File: src/rtl/count_pkg.sv
// Shared types and constants for the counter-tile checker: FSM encoding,
// saturation limits and small helpers used by the top and its comparator.
package count_pkg;

  typedef enum logic [2:0] {
    ST_IDLE  = 3'd0,
    ST_LOAD  = 3'd1,
    ST_TURN  = 3'd2,
    ST_SYNC  = 3'd3,
    ST_TRACK = 3'd4
  } state_e;

  localparam logic [3:0] SEED_LSB  = 4'h0;
  localparam logic [6:0] ERR_MAX   = 7'd127;
  localparam logic [3:0] MATCH_MAX = 4'd15;

  // Saturating increment for the 7-bit error counter (never wraps to zero).
  function automatic logic [6:0] sat_inc_err(input logic [6:0] value);
    logic [6:0] result;
    if (value == ERR_MAX) begin
      result = value;
    end else begin
      result = value + 7'd1;
    end
    return result;
  endfunction

  // Status view layout: {state, locked, mismatch_now, wrap_seen, 0}.
  function automatic logic [6:0] status_byte(input state_e st, input logic locked,
                                             input logic mismatch_now, input logic wrap_seen);
    return {st, locked, mismatch_now, wrap_seen, 1'b0};
  endfunction

endpackage

File: src/rtl/count_seq_compare.sv
// Sequence comparator: tracks the expected next counter value, decides
// match/mismatch per sample, and maintains the match run and lock flag.
module count_seq_compare #(
  parameter int LOCK_COUNT = 4
) (
  input  logic       clk,
  input  logic       rst_n,
  input  logic       enable,
  input  logic       sync,
  input  logic       restart,
  input  logic [7:0] sample,
  output logic       match,
  output logic       mismatch,
  output logic       locked,
  output logic       wrap
);
  import count_pkg::*;

  localparam logic [4:0] LOCK_TH = 5'(LOCK_COUNT);

  logic [7:0] expected_q, expected_d;
  logic [3:0] match_run_q, match_run_d;
  logic       locked_q, locked_d;
  logic [4:0] run_plus1;

  // Expected always holds previous sample + 1, so a match on 8'h00 means the prior sample was 8'hFF.
  always_comb begin
    match       = enable && (sample == expected_q);
    mismatch    = enable && (sample != expected_q);
    wrap        = match && (sample == 8'h00);
    run_plus1   = {1'b0, match_run_q} + 5'd1;
    expected_d  = expected_q;
    match_run_d = match_run_q;
    locked_d    = locked_q;
    if (restart) begin
      match_run_d = 4'd0;
      locked_d    = 1'b0;
    end else if (sync) begin
      expected_d = sample + 8'd1;
    end else if (match) begin
      expected_d = expected_q + 8'd1;
      if (match_run_q != MATCH_MAX) begin
        match_run_d = match_run_q + 4'd1;
      end else begin
        match_run_d = match_run_q;
      end
      if (run_plus1 >= LOCK_TH) begin
        locked_d = 1'b1;
      end else begin
        locked_d = locked_q;
      end
    end else if (mismatch) begin
      expected_d  = sample + 8'd1;
      match_run_d = 4'd0;
      locked_d    = 1'b0;
    end else begin
      expected_d = expected_q;
    end
  end

  // Comparator state registers.
  always_ff @(posedge clk) begin
    if (!rst_n) begin
      expected_q  <= 8'h00;
      match_run_q <= 4'd0;
      locked_q    <= 1'b0;
    end else begin
      expected_q  <= expected_d;
      match_run_q <= match_run_d;
      locked_q    <= locked_d;
    end
  end

  assign locked = locked_q;

endmodule

File: config.mk
export PLATFORM = sky130hd
export DESIGN_NAME = count_seq_compare
export DESIGN_NICKNAME = d
export VERILOG_FILES = /design/src/rtl/count_pkg.sv /design/src/rtl/count_seq_compare.sv
export SDC_FILE = /design/constraint.sdc
export NUM_CORES = 1
export LEC_CHECK = 0
export BUFFER_PORTS_ARGS = -buffer_cell sky130_fd_sc_hd__buf_2
export CAP_MARGIN = 10
export CORE_MARGIN = 3
export CORE_UTILIZATION = 55
export DETAILED_ROUTE_END_ITERATION = 7
export GPL_ROUTABILITY_DRIVEN = 1
export GPL_TIMING_DRIVEN = 0
export PLACE_DENSITY_LB_ADDON = 0.3
export SLEW_MARGIN = 30
export SYNTH_ARGS = -nofsm -noshare
export SYNTH_HDL_FRONTEND = slang
export SYNTH_SLANG_ARGS = --single-unit
export TNS_END_PERCENT = 5
File: constraint.sdc
create_clock -name clk -period 4.4 [get_ports clk]
set_clock_uncertainty 0.2 [all_clocks]
set_input_delay 0.88 -clock clk [delete_from_list [all_inputs] [get_ports clk]]
set_output_delay 0.88 -clock clk [all_outputs]
set_load 0.02 [all_outputs]
# Word level (Yosys, flattened, before mapping)
# Cells that the tools add are included.
# Widths: inputs -> output; s select.
# word_totals
ff_bits,13
in_bits,13
wordCells,35
# op_classes
add_sub_neg,4
n_lt_le_gt_ge,1
eq_ne,5
mux,9
bitwise,3
reduce_logical,10
# op_table
op,count
$mux 8,3
$add 8x1->8 const B,2
$mux 4,3
$eq 8x8->1,1
$logic_not 8->1,1
$ne 8x8->1,1
$reduce_and 3->1,2
$add 4x1->5 const B,1
$ge 5x3->1 const B,1
$add 4x1->4 const B,1
$ne 2x1->1 const B,2
$ne 4x4->1 const B,1
$logic_and 1x1->1,3
$mux 1,3
$not 1->1,3
$reduce_bool 3->1,1
$reduce_and 2->1,1
$reduce_bool 2->1,1
$reduce_or 2->1,1

# Depth between registers and ports, before layout
# Gate-level depths: netlist (run 1).
# depth
word_depth,5
ltp_mapped,7

# Worst setup path after synthesis (run 1)
# No wires, ideal clock.
# synth_path
kind,input to output
start,in sample[3]
end,out wrap
t_arrival_ns,2.154
t_required_ns,3.320
path_slack_ns,1.166
cell_stages,5
path_cell_list,buf_2 xor2_1 nor4_4 and3_1 and3_1
# synth_via
elab_chain_cells,3
word_cells_on_any_way,4
classes_between,eq/ne: 1; reduce/logical: 3
# synth_lines
element,line,rtl
from (decl),count_seq_compare.sv:11,"input logic [7:0] sample,"
$eq 8x8->1,count_seq_compare.sv:28,match = enable && (sample == expected_q);
$logic_and 1x1->1,count_seq_compare.sv:28,
named net match,count_seq_compare.sv:12,"output logic match,"
$logic_and 1x1->1,count_seq_compare.sv:30,wrap = match && (sample == 8'h00);
to (decl),count_seq_compare.sv:15,output logic wrap
# The timed path passes the listed nets, and every way through them passes these cells.

# Final worst setup path (run 1)
# layout_path
start,in sample[7]
end,out wrap
# layout_via
elab_chain_cells,3
word_cells_on_any_way,4
classes_between,eq/ne: 1; reduce/logical: 3
# layout_lines
element,line
$eq 8x8->1,count_seq_compare.sv:28
$logic_and 1x1->1,count_seq_compare.sv:28
$logic_and 1x1->1 *,count_seq_compare.sv:30
# Mark *: on every way between the ends. The rest lies on a longest branch, timed or not.

==> results of run 1 <==
==> cell families after synthesis <==
logic type,Yosys count
xor gates and xnor gates,11
muxes,2
AOI/OAI and AO/OA,39
adders and majority gates,5
and+or+nand+nor,57
DFF,13
buffers and inverters,12
==> metrics by stage <==
step / power [W] / hold WS, ns / utilization [%]
2_1_floorplan: 0.0001746 / 0.2629 / -
3_3_place_gp: 0.0001927 / 0.2597 / 65.97
3_5_place_dp: 0.0001948 / 0.2738 / 65.97
4_1_cts: 0.0002738 / 0.2947 / 67.43
5_1_grt: 0.0002870 / 0.3424 / 67.43
6_report: 0.0002729 / 0.2880 / 67.43
==> critical path, stage by stage <==
cell and delay, ns:
buf_2 0.12, xor2_1 0.15, nor4_2 0.43, and3_1 0.32, and3_1 0.17, buf_2 0.16
==> registers in the layout, indices dropped and copies added (netlist names) <==
signal / cells
expected_q: 8
match_run_q: 4
locked: 1
==> final cells by class <==
class,count,area share (%)
timing repair buffer,14,5.767
inverter,4,1.236
sequential,13,21.42
tap,25,2.575
clock buffer,4,2.163
buffer,8,4.737
multi-input combinational,114,62.10
==> cell usage in the layout, fill, tap and decap left out, drive strengths merged, types with 4 or more instances in the layout <==
master	n
buf	20
dfxtp	13
a21oi	12
nand3	11
o21ai	11
nand2	10
xor2	9
nor2	8
nor3	6
clkbuf	6
and3	5
ha	5
inv	4
a211oi	4
nor4	4
==> power groups by stage <==
stage | logic, W | clock network, W | registers (W)
2_1_floorplan | 0.0000440 | 0 | 0.000131
3_3_place_gp | 0.0000606 | 0 | 0.000132
3_5_place_dp | 0.0000623 | 0 | 0.000133
4_1_cts | 0.0000628 | 0.0000812 | 0.000130
5_1_grt | 0.0000706 | 0.0000857 | 0.000131
6_report | 0.0000630 | 0.0000800 | 0.000130
==> metal layers <==
metal  track usage [%]  vias to the layer above
li1                  -                      554
met1             31.01                      517
met2             38.26                       34
met3             4.451                        9
met4             9.417                        0
met5                 0                        -
==> worst max-delay path by stage <==
| stage | end | slack, ns | startpoint |
|---|---|---|---|
| after floorplan | wrap | 1.17 | sample[3] |
| after global placement | wrap | 1.11 | sample[7] |
| after detailed placement | wrap | 1.09 | sample[7] |
| after CTS | wrap | 1.09 | sample[7] |
| after global routing | wrap | 0.99 | sample[7] |
| final | wrap | 1.09 | sample[7] |
==> qor.txt, run 1 <==
status - finished clean
Comb power frac - 23.1%
routed len/inst - 14.65 µm
Area contributors post-synth - dfxtp_1 24%, xor2_1 7.2%, ha_1 5.8%, a21oi_1 5.5%, nand3_1 4.6%
Synth Net Count - 157
I/O pin count - 17
Ys Warns - 0
cell area after synthesis - 1087 µm²
WP data arrival - 2.23 ns
RD Place Congestion - 0.8790
total global routing overflow - 0
IO buf count - 14
Hold Path Stages - 2
XOR/XNOR Fraction of Synth Area - 8.861%
WL met3 - 123 µm
placed cell area - 1189 µm²
CTS Sinks - 13
Die Wd - 50.46 µm
most used flip-flop cell after synthesis - dfxtp_1
# rows - 15
Post-synth EDFFs - 0
drt pass-1 iters - 4
area fraction of the dominant cell type after synthesis - 23.94%
fin worst setup slack - 1.092 ns
1st-iter DRT viols - 38
Sw Share - 32.52%
synthesized flop and latch total - 13
Max Cap Viol - 0
mux contribution to synthesized area - 1.841%
vias - 1114
Synth area leader - dfxtp_1
first-pass GRT wire length - 4623 µm
Slew HR - 70.77%
metal2 WL - 1333 µm
dpl cells - 178
area of the multi-input gates - 754.5 µm²
Synth Area per Inst - 7.822 µm²
synthesis-to-finish area growth - 11.74%
Nets - 176
Max VDD drop - 0.1796 mV
largest net degree at the start of global routing - 11
initial antenna violation count - 0
library cells used by synthesis - 39
WL final - 2667 µm
pre-CTS WS - 1.095 ns
data required time of the critical path - 3.32 ns
Clock power frac - 29.3%
post-synthesis simple-gate area fraction - 29.34%
source of the worst register-to-register timing path - expected_q[4]
Tmin final - 3.308 ns
HP Class - reg -> reg
internal power - 0.0001841 W
post-synthesis sequential area ratio - 23.94%
DRC viols - 0
post-CTS sizing - 0
CTS tree - yes
Max clock buf depth - 2
Hold Path Sink - locked
count leader, synth - dfxtp_1
startpoint types - input port
HP Start - locked
met1 wire length - 1143 µm
Post-CTS Setup Inserts - 0
WS Path Type - in -> out
RSZ-0062 raised after global routing - no
Hold Fails Final Rpt - 0
Die Area - 2546 µm²
fmax - 0.3023 GHz
clk slew on worst S/H paths - 0.08 ns
Starting Density - 60.35%
H-tree level count - 1
setup TNS - 0 ns
Clock Tree Root - clkbuf_4
Leakage - 0.4958 nW
worst slew pin tran - 0.4384 ns
Post-Layout Inst Area - 1215 µm²
insertion delay to the later sink of the worst-skew pair - 0.29 ns
fin. max-slew vios - 0
crit path max fanout - 4
PwrDens - 224.6 nW/µm²
most frequent cells after synthesis - 13 x dfxtp_1, 12 x a21oi_1, 10 x nand2_1, 10 x nand3_1, 9 x xor2_1
max layer used - met4
Psw - 0.00008873 W
layout cells sized above 1 - 17.20%
die height - 50.46 µm
Final ANT Viol Nets - 0
R2R depth - 6
# setup viols final - 0
Ant. Diodes - 0
R2R Path End - expected_q[7]
post-DR vias/cell - 6.121
Mapped Cells - 139
register area - 260.3 µm²
post-synthesis compound-gate area fraction - 23.59%
crit path capture type - primary output
vias in the first global route - 1063
DP HPWL - 2065 µm
total CTS buffers - 3
adder-cell share of the synthesized area - 5.754%
fin crit share - 75.18%
core area - 1802 µm²
Fill cells - 168
largest family of logic cells by synthesized area - simple AND/OR/NAND/NOR gates
non-filler cells, final - 182
FFs w/ async S/R, synth - 0%
gr usage total - 23.71%
sequential share of power - 47.6%
r2r setup slk - 2.44 ns
Post-CTS Hold Fix Bufs - 0
Note: power is estimated with default switching activity, not from simulation.
==> run 2, diff against run 1 <==
--- a/config.mk
+++ b/config.mk
@@ -8,7 +8,7 @@
 export BUFFER_PORTS_ARGS = -buffer_cell sky130_fd_sc_hd__buf_2
 export CAP_MARGIN = 10
 export CORE_MARGIN = 3
-export CORE_UTILIZATION = 55
+export CORE_UTILIZATION = 50
 export DETAILED_ROUTE_END_ITERATION = 7
 export GPL_ROUTABILITY_DRIVEN = 1
 export GPL_TIMING_DRIVEN = 0
==> constraint.sdc (replaced) <==
create_clock -name clk -period 2.8 [get_ports clk]
set_clock_uncertainty 0.2 [all_clocks]
set_input_delay 0.56 -clock clk [delete_from_list [all_inputs] [get_ports clk]]
set_output_delay 0.56 -clock clk [all_outputs]
set_load 0.02 [all_outputs]
==> run 2 against run 1 <==
  * Combinational power increased by 58%
  * Wire length decreased by 1.8%
  * First-iteration DRC count decreased by 11%
==> qor.txt, run 2 (synthesized netlist as in run 1, its figures left out) <==
H-tree level count - 1
1st-iter DRT viols - 34
fmax - 0.3710 GHz
Ant. Diodes - 0
# setup viols final - 0
die height - 52.63 µm
vias - 1068
Final ANT Viol Nets - 0
Slew HR - 71.59%
CTS Sinks - 13
crit path capture type - primary output
core area - 2002 µm²
Post-CTS Hold Fix Bufs - 0
largest net degree at the start of global routing - 11
most used routing layer - met2
Top reg by flops - expected_q
routed len/inst - 14.23 µm
startpoint types - input port
gr usage total - 21.40%
pre-CTS WS - 0.1169 ns
Die Wd - 52.63 µm
Clock Tree Root - clkbuf_4
drt pass-1 iters - 4
max reg flops - 8
setup TNS - 0 ns
I/O pin count - 17
Max Cap Viol - 0
layout cells sized above 1 - 17.20%
data required time of the critical path - 2.04 ns
initial antenna violation count - 0
PwrDens - 348.1 nW/µm²
Leakage - 0.4958 nW
IO buf count - 14
total global routing overflow - 0
first-pass GRT wire length - 4457 µm
worst slew pin tran - 0.4261 ns
Tmin final - 2.695 ns
WP data arrival - 1.94 ns
Max VDD drop - 0.2737 mV
most frequent cells in the layout - 15 x buf_2, 13 x dfxtp_1, 12 x a21oi_1, 10 x nand2_1, 10 x nand3_1
RD Place Congestion - 0.8837
fin worst setup slack - 0.1046 ns
met1 Use GR - 27.50%
fin crit share - 96.26%
total CTS buffers - 3
status - finished clean
most common cell after layout, fill and taps aside - buf_2
clk slew on worst S/H paths - 0.08 ns
GR Util met3 - 5.128%
insertion delay to the later sink of the worst-skew pair - 0.28 ns
routing usage on met2 - 36.16%
Die Area - 2770 µm²
CTS tree - yes
crit path max fanout - 4
Fill cells - 191
Hold Fails Final Rpt - 0
post-DR vias/cell - 5.804
fin. max-slew vios - 0
DRC viols - 0
WS Path Type - in -> out
DP HPWL - 2052 µm
RSZ-0062 raised after global routing - no
HP Class - reg -> reg
Post-CTS Setup Inserts - 0
Starting Density - 54.31%
synthesis-to-finish area growth - 11.97%
Nets - 176
non-filler cells, final - 184
WL final - 2619 µm
post-CTS sizing - 0
# rows - 16
dpl cells - 180
vias in the first global route - 1010
Max clock buf depth - 2
Final Core Density - 60.81%
==> run 2: cell counts in the layout (fill, tap and decap cells not counted) <==
No cell type changed its count.
==> run 2: worst paths after layout <==
check             slack (ns)            end           from  cells past startpoint
setup / recovery        0.10           wrap      sample[7]                      6
hold / removal          0.31         locked         locked                      2
setup reg to reg        0.83  expected_q[7]  expected_q[2]                      6
hold reg to reg         0.31         locked         locked                      2
==> run 2: routing by layer <==
layer	vias to the layer above	share of wire, %	wire, µm
met4	0	0.53	14
met1	499	49	1271
met2	16	47	1243
li1	549	-	-
met3	4	3.4	88
met5	-	0	0
==> run 2: power by group <==
part	total (W)	internal (W)	switching, W
Combinational	0.0000997	0.0000409	0.0000589
Clock	0.000121	0.0000553	0.0000653
Sequential	0.000203	0.000193	0.0000101
==> run 2: critical path, stage by stage <==
cell,delay [ns]
buf_2,0.13
xor2_1,0.15
nor4_2,0.43
and3_1,0.33
and3_1,0.17
buf_2,0.16
==> run 2: stage by stage <==
step                      hold slack (ns)   power, W  cell area (µm²)
after floorplan                    0.2629  0.0002744             1087
after global placement             0.2671  0.0003024             1191
after detailed placement           0.2851  0.0003064             1191
after CTS                          0.3070  0.0004243             1217
after global routing               0.3486  0.0004468             1217
final                              0.3070  0.0004237             1217
==> run 2: area by class of cell <==
class	instances	area, µm²	area share [%]
buffer	8	57.56	4.728
sequential	13	260.3	21.38
inverter	4	15.01	1.233
clock buffer	4	26.28	2.158
tap	27	33.78	2.775
timing repair buffer	14	70.07	5.755
multi-input combinational	114	754.5	61.97
